==> config.mk <==
export PLATFORM = sky130hd
export DESIGN_NAME = fifo_write_arbiter_flat
export DESIGN_NICKNAME = d
export VERILOG_FILES = /design/src/rtl/fifo_write_arbiter_pkg.sv /design/src/rtl/fifo_write_arbiter_if.sv /design/src/rtl/fifo_write_arbiter_rr_picker.sv /design/src/rtl/fifo_write_arbiter.sv /design/src/flat_wrapper.sv
export SDC_FILE = /design/constraint.sdc
export NUM_CORES = 1
export LEC_CHECK = 0
export ABC_AREA = 1
export CAP_MARGIN = 15
export CORE_UTILIZATION = 34
export CTS_BUF_LIST = sky130_fd_sc_hd__clkbuf_8
export DETAILED_ROUTE_END_ITERATION = 8
export PLACE_DENSITY = 0.87
export SYNTH_ARGS = -nofsm -noshare
export SYNTH_HDL_FRONTEND = slang
export SYNTH_SLANG_ARGS = --single-unit
==> constraint.sdc <==
create_clock -name clk -period 1.3 [get_ports clk]
set_input_delay 0.26 -clock clk [delete_from_list [all_inputs] [get_ports clk]]
set_output_delay 0.26 -clock clk [all_outputs]
set_load 0.01 [all_outputs]
==> src/rtl/fifo_write_arbiter_pkg.sv <==
// Shared types and helpers for the Fifo write-port arbiter.
// State encodings, clog2 and default width localparams.
package fifo_write_arbiter_pkg;

  typedef enum logic {
    IDLE  = 1'b0,
    GRANT = 1'b1
  } state_t;

  function automatic int clog2(input int n);
    int r;
    r = 0;
    for (int v = n - 1; v > 0; v = v >> 1)
      r++;
    return (r < 1) ? 1 : r;
  endfunction

  localparam int DEF_WIDTH      = 8;
  localparam int DEF_REQUESTERS = 4;
  localparam int DEF_BURST      = 4;
  localparam int DEF_ID_W       = clog2(DEF_REQUESTERS);
  localparam int DEF_CNT_W      = clog2(DEF_BURST + 1);

endpackage

==> src/rtl/fifo_write_arbiter_if.sv <==
// Producer/Fifo side bundle of the write arbiter.
// master drives requests and full; slave is the arbiter.
interface fifo_write_arbiter_if #(
  parameter int p_WIDTH      = 8,
  parameter int p_REQUESTERS = 4
);
  import fifo_write_arbiter_pkg::*;

  localparam int ID_W = clog2(p_REQUESTERS);

  logic [p_REQUESTERS-1:0]         req;
  logic [p_REQUESTERS*p_WIDTH-1:0] data;
  logic                            full;
  logic [p_REQUESTERS-1:0]         ack;
  logic                            wrena;
  logic [p_WIDTH-1:0]              wrdata;
  logic                            grant_valid;
  logic [ID_W-1:0]                 grant_id;

  modport master (
    output req, data, full,
    input  ack, wrena, wrdata, grant_valid, grant_id
  );

  modport slave (
    input  req, data, full,
    output ack, wrena, wrdata, grant_valid, grant_id
  );

endinterface

==> src/rtl/fifo_write_arbiter_rr_picker.sv <==
// Round-robin pick: first set req bit after last, wrapping.
// Purely combinational.
module fifo_write_arbiter_rr_picker #(
  parameter int p_REQUESTERS = 4,
  parameter int ID_W         = 2
) (
  input  logic [p_REQUESTERS-1:0] req,
  input  logic [ID_W-1:0]         last,
  output logic                    any,
  output logic [ID_W-1:0]         idx
);

  // Scan farthest-first so the nearest candidate wins.
  always_comb begin
    any = |req;
    idx = '0;
    for (int k = p_REQUESTERS; k >= 1; k--) begin
      if (req[(int'(last) + k) % p_REQUESTERS])
        idx = ID_W'((int'(last) + k) % p_REQUESTERS);
    end
  end

endmodule

==> src/rtl/fifo_write_arbiter.sv <==
// Round-robin sharing of one Fifo write port between producers,
// bounded bursts per grant, zero-cycle ack, full honoured.
module fifo_write_arbiter
  import fifo_write_arbiter_pkg::*;
#(
  parameter int p_WIDTH      = DEF_WIDTH,
  parameter int p_REQUESTERS = DEF_REQUESTERS,
  parameter int p_BURST      = DEF_BURST
) (
  input  logic                clk,
  input  logic                rst,
  fifo_write_arbiter_if.slave bus
);

  localparam int ID_W  = clog2(p_REQUESTERS);
  localparam int CNT_W = clog2(p_BURST + 1);

  localparam logic [CNT_W-1:0] BURST_C  = CNT_W'(p_BURST);
  localparam logic [ID_W-1:0]  LAST_RST = ID_W'(p_REQUESTERS - 1);

  state_t            state_q, state_d;
  logic [ID_W-1:0]   owner_q, owner_d;
  logic [ID_W-1:0]   last_q, last_d;
  logic [CNT_W-1:0]  count_q, count_d;

  logic              pick_any;
  logic [ID_W-1:0]   pick_idx;
  logic              wrena;
  logic              rel;
  logic [p_REQUESTERS-1:0] ack;

  fifo_write_arbiter_rr_picker #(
    .p_REQUESTERS (p_REQUESTERS),
    .ID_W         (ID_W)
  ) u_picker (
    .req  (bus.req),
    .last (last_q),
    .any  (pick_any),
    .idx  (pick_idx)
  );

  assign wrena = (state_q == GRANT) & bus.req[owner_q]
               & ~bus.full & ~rst;

  always_comb begin
    ack = '0;
    ack[owner_q] = wrena;
  end

  assign bus.wrena       = wrena;
  assign bus.ack         = ack;
  assign bus.wrdata      = bus.data[owner_q*p_WIDTH +: p_WIDTH];
  assign bus.grant_valid = (state_q == GRANT);
  assign bus.grant_id    = owner_q;

  always_comb begin
    state_d = state_q;
    owner_d = owner_q;
    last_d  = last_q;
    count_d = count_q;
    rel     = 1'b0;
    unique case (state_q)
      IDLE: begin
        if (pick_any) begin
          state_d = GRANT;
          owner_d = pick_idx;
          last_d  = pick_idx;
          count_d = '0;
        end
      end
      GRANT: begin
        // A full stall leaves owner and count untouched.
        if (wrena) begin
          if (count_q + 1'b1 == BURST_C)
            rel = 1'b1;
          else
            count_d = count_q + 1'b1;
        end else if (!bus.req[owner_q]) begin
          rel = 1'b1;
        end
        if (rel) begin
          count_d = '0;
          if (pick_any) begin
            owner_d = pick_idx;
            last_d  = pick_idx;
          end else begin
            state_d = IDLE;
          end
        end
      end
      default: state_d = IDLE;
    endcase
  end

  always_ff @(posedge clk) begin
    if (rst) begin
      state_q <= IDLE;
      owner_q <= '0;
      last_q  <= LAST_RST;
      count_q <= '0;
    end else begin
      state_q <= state_d;
      owner_q <= owner_d;
      last_q  <= last_d;
      count_q <= count_d;
    end
  end

endmodule

==> src/flat_wrapper.sv <==
// flat-port wrapper written by rule: the top's interface ports become plain ports
module fifo_write_arbiter_flat import fifo_write_arbiter_pkg::*;
#(
  parameter int p_WIDTH      = DEF_WIDTH,
  parameter int p_REQUESTERS = DEF_REQUESTERS,
  parameter int p_BURST      = DEF_BURST
)
  (clk, rst, bus_req, bus_data, bus_full, bus_ack, bus_wrena, bus_wrdata, bus_grant_valid, bus_grant_id);
  fifo_write_arbiter_if #(.p_WIDTH(p_WIDTH), .p_REQUESTERS(p_REQUESTERS)) bus_i ();
  input  logic clk;
  input  logic rst;
  input wire logic [$bits(bus_i.req)-1:0] bus_req;
  input wire logic [$bits(bus_i.data)-1:0] bus_data;
  input wire logic [$bits(bus_i.full)-1:0] bus_full;
  output wire logic [$bits(bus_i.ack)-1:0] bus_ack;
  output wire logic [$bits(bus_i.wrena)-1:0] bus_wrena;
  output wire logic [$bits(bus_i.wrdata)-1:0] bus_wrdata;
  output wire logic [$bits(bus_i.grant_valid)-1:0] bus_grant_valid;
  output wire logic [$bits(bus_i.grant_id)-1:0] bus_grant_id;
  assign bus_i.req = bus_req;
  assign bus_i.data = bus_data;
  assign bus_i.full = bus_full;
  assign bus_ack = bus_i.ack;
  assign bus_wrena = bus_i.wrena;
  assign bus_wrdata = bus_i.wrdata;
  assign bus_grant_valid = bus_i.grant_valid;
  assign bus_grant_id = bus_i.grant_id;
  fifo_write_arbiter #(.p_WIDTH(p_WIDTH), .p_REQUESTERS(p_REQUESTERS), .p_BURST(p_BURST)) u_core (.clk(clk), .rst(rst), .bus(bus_i));
endmodule
# Word-level counts from Yosys, hierarchy flattened
# Index checks and enable logic that the tools add are counted.
# totals
reg_bits	8
in_bits	39
out_inout_bits	16
elab_cells	77
# op_classes
addsub	5
magnitude_cmp	6
n_eq_ne	5
shift	1
n_mux	38
n_bitwise	11
n_reduce_logical	7
# ops
operator	count
32-bit by 6-bit indexed part select with 8-bit output	1
3-bit by 4-bit < comparator with 1-bit output, second input constant	4
1-bit 2-to-1 mux	16
2-bit 2-to-1 mux	8
3-bit 2-to-1 mux	4
1-bit binary-select mux with 2-bit select	5
2-bit one-hot mux with 2 select lines	2
2-bit OR reduction	4
3-bit != test, second input constant	2
3-bit one-hot mux with 2 select lines	1
2-bit by 1-bit adder with 2-bit output, second input constant	2
2-bit adder, second input constant	2
1-bit AND, first input constant	4
4-bit AND	1
4-bit OR reduction	1
3-bit by 1-bit adder with 3-bit output, second input constant	1
1-bit AND	3
3-bit equality test, second input constant	1
2-bit by 3-bit < comparator with 1-bit output, second input constant	1
1-bit inverter	3
3-bit AND reduction	1
1-bit demux with 2-bit select	1
2-bit by 1-bit greater-or-equal comparator with 1-bit output, second input constant	1
2-bit by 1-bit != test with 1-bit output, second input constant	1
other kinds (3)	3

# Depth between registers and ports, before layout
# logic_depth
ltp_word	13
ltp_mapped	10
ltp_nobuf	10

# Modules after synthesis
# Synthesis repeated with hierarchy kept, for this count alone.
# hier_totals
hier_cells	166
area_unflattened_um2	991.0
# by_module_without_submodules
module	n_inst	cells_each	area_each_um2	seq_area_each_um2
fifo_write_arbiter	1	115	724.4	160.2
fifo_write_arbiter_rr_picker	1	51	266.5	0.0

# Least setup slack after synthesis
# No wires, ideal clock.
# synth_timing
path_type	flip-flop to output port
from	register u_core.owner_q[0], in the netlist u_core.bus.grant_id[0]
to	output bus_ack[0]
arrival_ps	1247
t_required_ps	1040
setup_slack_ps	-207
stages_incl_launch_ff	9
n_path_buf	0
path_cell_list	dfxtp_1 nand2_1 nand2_1 nand2_1 nand2_2 nand2_2 nor3_4 inv_2 nor3_2
# synth_via
elab_chain_cells	6
word_cells_on_any_way	11
classes_between	order compare (2); mux (4); bitwise (4); reduce/logical (1)
# synth_rtl
element	line	rtl
from (decl)	fifo_write_arbiter.sv:22	logic [ID_W-1:0] owner_q, owner_d;
from (signal assigned)	fifo_write_arbiter.sv:103	owner_q <= owner_d;
1-bit binary-select mux with 2-bit select	fifo_write_arbiter.sv:42	assign wrena = (state_q == GRANT) & bus.req[owner_q]
1-bit 2-to-1 mux (implied by the code)	fifo_write_arbiter.sv:42	
1-bit AND	fifo_write_arbiter.sv:42	
1-bit AND (2 in a row)	fifo_write_arbiter.sv:43	& ~bus.full & ~rst;
named net bus_wrena	flat_wrapper.sv:16	output wire logic [$bits(bus_i.wrena)-1:0] bus_wrena;
4-bit AND (no source line)	--	
to (decl)	flat_wrapper.sv:15	output wire logic [$bits(bus_i.ack)-1:0] bus_ack;
# The timed path passes the listed nets, and every way through them passes these cells. The select of a mux whose other input is x is not followed.

# Worst setup path in the final report
# layout_timing
from	register u_core.owner_q[0], in the netlist u_core.bus.grant_id[0]
to	output bus_ack[0]
# layout_via
elab_chain_cells	6
word_cells_on_any_way	11
classes_between	order compare (2); mux (4); bitwise (4); reduce/logical (1)
# layout_rtl
element	line
1-bit binary-select mux with 2-bit select	fifo_write_arbiter.sv:42
1-bit 2-to-1 mux (implied by the code)	fifo_write_arbiter.sv:42
1-bit AND	fifo_write_arbiter.sv:42
1-bit AND (2 in a row)	fifo_write_arbiter.sv:43
4-bit AND (no source line) (*)	--
# Mark *: on every way between the ends. The rest lies on a longest branch, timed or not. The select of a mux whose other input is x is not followed.

==> impl_results.md <==
- Status: finished with violations
- Failing checks: negative setup slack
- Flop-to-flop setup slack: -360 ps
- Final Util: between 70% and 80%
- Final Hold Fails: 0
- Clk slew on worst S/H paths: ~40 ps
- Pre-CTS WS: -938 ps
- Die Wd: around 52 µm
- CP Launch Type: flop
- CP arrival: 1460 ps
- Yosys reg bits: 8
- Pins Over Slew Limit: 0
- Starting DRC count in detailed routing: a little over 40
- Final HPWL DP: ~2600 µm
- First-pass GRT wire length: about 5400 µm
- Vias: 1377
- Syn_nets: ~190
- Warnings, synthesis: 0
- Clock Skews: about 0.45 ps
- Ports: 55
- Buffers on Ports: 54
- Max-Cap Viols: 0
- Worst hold path class: flop to flop
- Synth top area cells: nand2_1 20%, dfxtp_1 19%, nand3_1 17%
- # fillers: 167
- Number of nets still failing antenna checks after routing: 0
- Initial core utilization: between 30% and 40%
- Max Root-Sink Buffers: 2
- Multi-input gate area: between 700 and 800 µm²
- Area of the mapped netlist: 865 µm²
- Num CTS Buffers: 3
- Worst rel slew slack: between 80% and 90%
- Crit-path max FO: 6
- Vias in the first global route: 1274
- Worst Hold End: u_core.count_q[2]
- Minimum clock period: 1720 ps
- Area growth syn-to-layout: 106%
- Crit path capture type: output pin
- Clk Tree Root Cell: clkbuf_8
- H-tree levels: 1
- Drt first pass iters: 4
- Post-synthesis instance total: 150
- Slew @ Worst Pin: ~190 ps
- Sequential area share after synthesis: between 10% and 20%
- FF-to-FF Start: u_core.bus.grant_id[0]
- Die ar.: 0.00275 mm²
- Final global-route overflow total: 0
- Per-cell routed wire length: about 14 µm
- Hold path depth: 2
- Fin nets: roughly 280
- VDD IR max: 0.00118 V
- Antenna Cells: 0
- Layout cell share with drive strength beyond 1: 38.7%
- Setup TNS: -6240 ps
- Static leakage: about 0.87 nW
- Fmax: approximately 0.58 GHz
- Hold Startpoint: u_core.count_q[2]
- Clock Latency Late Sink: roughly 230 ps
- Final setup viols: 20
- CTS tree: built
- Syn Area/Cell: roughly 5.8 µm²
- Register area: 166 µm²
- Largest net degree at the start of global routing: 12
- Die Span Y: between 50 and 60 µm
- Tot GR Track Use: a little over a quarter
- Setup CP Type: flop to output pin
- Largest area contributor in the netlist: nand2_1
- Core area: roughly 0.0023 mm²
- Worst r2r dst: u_core.count_q[0]
- Pwr dens: 1750 mW/mm²
- Initial antenna violation count: 0
- DRC viols: 0
- Final WS setup: -418 ps
- CP required: 1040 ps
- R2R depth: 14
- Clock sink total: 8
- Synth unique cells: 21
- Row count: 17
- Final period utilization: 132%
- Gpl congestion: between 0.7 and 0.8
- Synth top area share: 19.5%
- Routed wire length: approximately 3700 µm
- Vias/cell: 5.24
- RSZ-0062 raised after global routing: true
registers in the layout, indices dropped and copies added (netlist names):
name                    count
u_core.bus.grant_valid      1
u_core.bus.grant_id         2
u_core.count_q              3
u_core.last_q               2
what timing repair did:
action                     in CTS  in global routing
setup endpoints to repair      23                 21
hold buffers                    0                  0
pin swaps                      12                 11
setup buffers                   6                  7
cloned                          0                  0
resized for setup              85                 21
final cells by class:
class,instances,area share [%]
Inverter,19,4.14
Timing Repair Buffer,87,41.8
Multi-Input combinational cell,118,40.4
Sequential cell,8,9.33
Clock buffer,3,2.32
Tap cell,28,1.96
synth_stat cells (all sizes together):
library cell / number
buf: 4
o22ai: 1
nand2: 48
a21oi: 3
nor3: 5
o21ai: 5
nor2: 13
nand3: 31
a22oi: 7
clkbuf: 1
inv: 19
dfxtp: 8
ha: 2
nand4: 3
report_power, final:
group	leakage (nW)	switching, mW	internal (mW)
clock network	0.0216	0.108	0.201
logic	0.777	1.27	1.13
registers	0.0673	0.0898	0.334
routing by layer:
layer	wire length (µm)	track usage, %	vias up
li1	-	-	674
met1	1430	28.0	634
met2	1960	51.1	54
met3	155	4.35	15
met4	116	12.7	0
met5	0	0	-
metrics by stage:
stage / cell area [µm²] / std cells / total power [mW] / hold WS, ps
global placement: 1580 / 249 / 2.37 / 486
CTS: 1670 / 257 / 2.81 / 489
finish: 1780 / 263 / 3.13 / 513
detailed placement: 1580 / 249 / 2.44 / 505
global route: 1780 / 263 / 3.35 / 545
floorplan: 866 / 150 / 1.48 / 315
worst max-delay path: stages (launching register included):
cell and delay [ps]:
dfxtp_4 360, inv_4 70, nand2_2 50, nand2_2 60, nand2_2 50, nand2_2 100
nand2_4 70, nor3_4 140, inv_2 90, nor3_2 100, buf_2 140
worst max-delay path by stage:
| stage | startpoint | end | slack (ps) | depth (start not counted) |
|---|---|---|---|---|
| floorplan | u_core.bus.grant_id[0] | bus_ack[0] | -130 | 9 |
| global placement | bus_req[3] | bus_ack[0] | -900 | 10 |
| detailed placement | bus_req[3] | bus_ack[1] | -940 | 10 |
| CTS | u_core.bus.grant_id[0] | bus_ack[0] | -470 | 10 |
| global route | u_core.bus.grant_id[0] | bus_ack[0] | -510 | 10 |
| finish | u_core.bus.grant_id[0] | bus_ack[0] | -420 | 10 |
cells by family (layout without fill, tap and decap cells):
| logic type | after synthesis | in the layout | share of synthesized area [%] |
|---|---|---|---|
| buffers and inverters | 24 | 109 | 10.9 |
| adder cells (fa/ha/maj) | 2 | 2 | 2.89 |
| flip-flops | 8 | 8 | 18.5 |
| AO/OA/AOI/OAI | 16 | 16 | 12.6 |
| AND/OR/NAND/NOR | 100 | 100 | 55.1 |
cells in the final DEF (no fill, tap or decap):
| cell type | n |
|---|---|
| a21oi_2 | 3 |
| a22oi_1 | 2 |
| a22oi_2 | 5 |
| buf_2 | 12 |
| buf_4 | 25 |
| buf_6 | 9 |
| clkbuf_2 | 1 |
| clkbuf_8 | 3 |
| clkdlybuf4s50_1 | 33 |
| dfxtp_1 | 5 |
| dfxtp_2 | 2 |
| dfxtp_4 | 1 |
| dlygate4sd2_1 | 7 |
| ha_1 | 2 |
| inv_1 | 14 |
| inv_2 | 4 |
| inv_4 | 1 |
| nand2_1 | 39 |
| nand2_2 | 7 |
| nand2_4 | 2 |
| nand3_1 | 28 |
| nand3_2 | 2 |
| nand3_4 | 1 |
| nand4_1 | 3 |
| nor2_1 | 6 |
| nor2_2 | 4 |
| nor2_4 | 3 |
| nor3_2 | 4 |
| nor3_4 | 1 |
| o21ai_0 | 2 |
| o21ai_1 | 3 |
| o22ai_4 | 1 |
No activity file was read; power rests on OpenSTA's default activity.
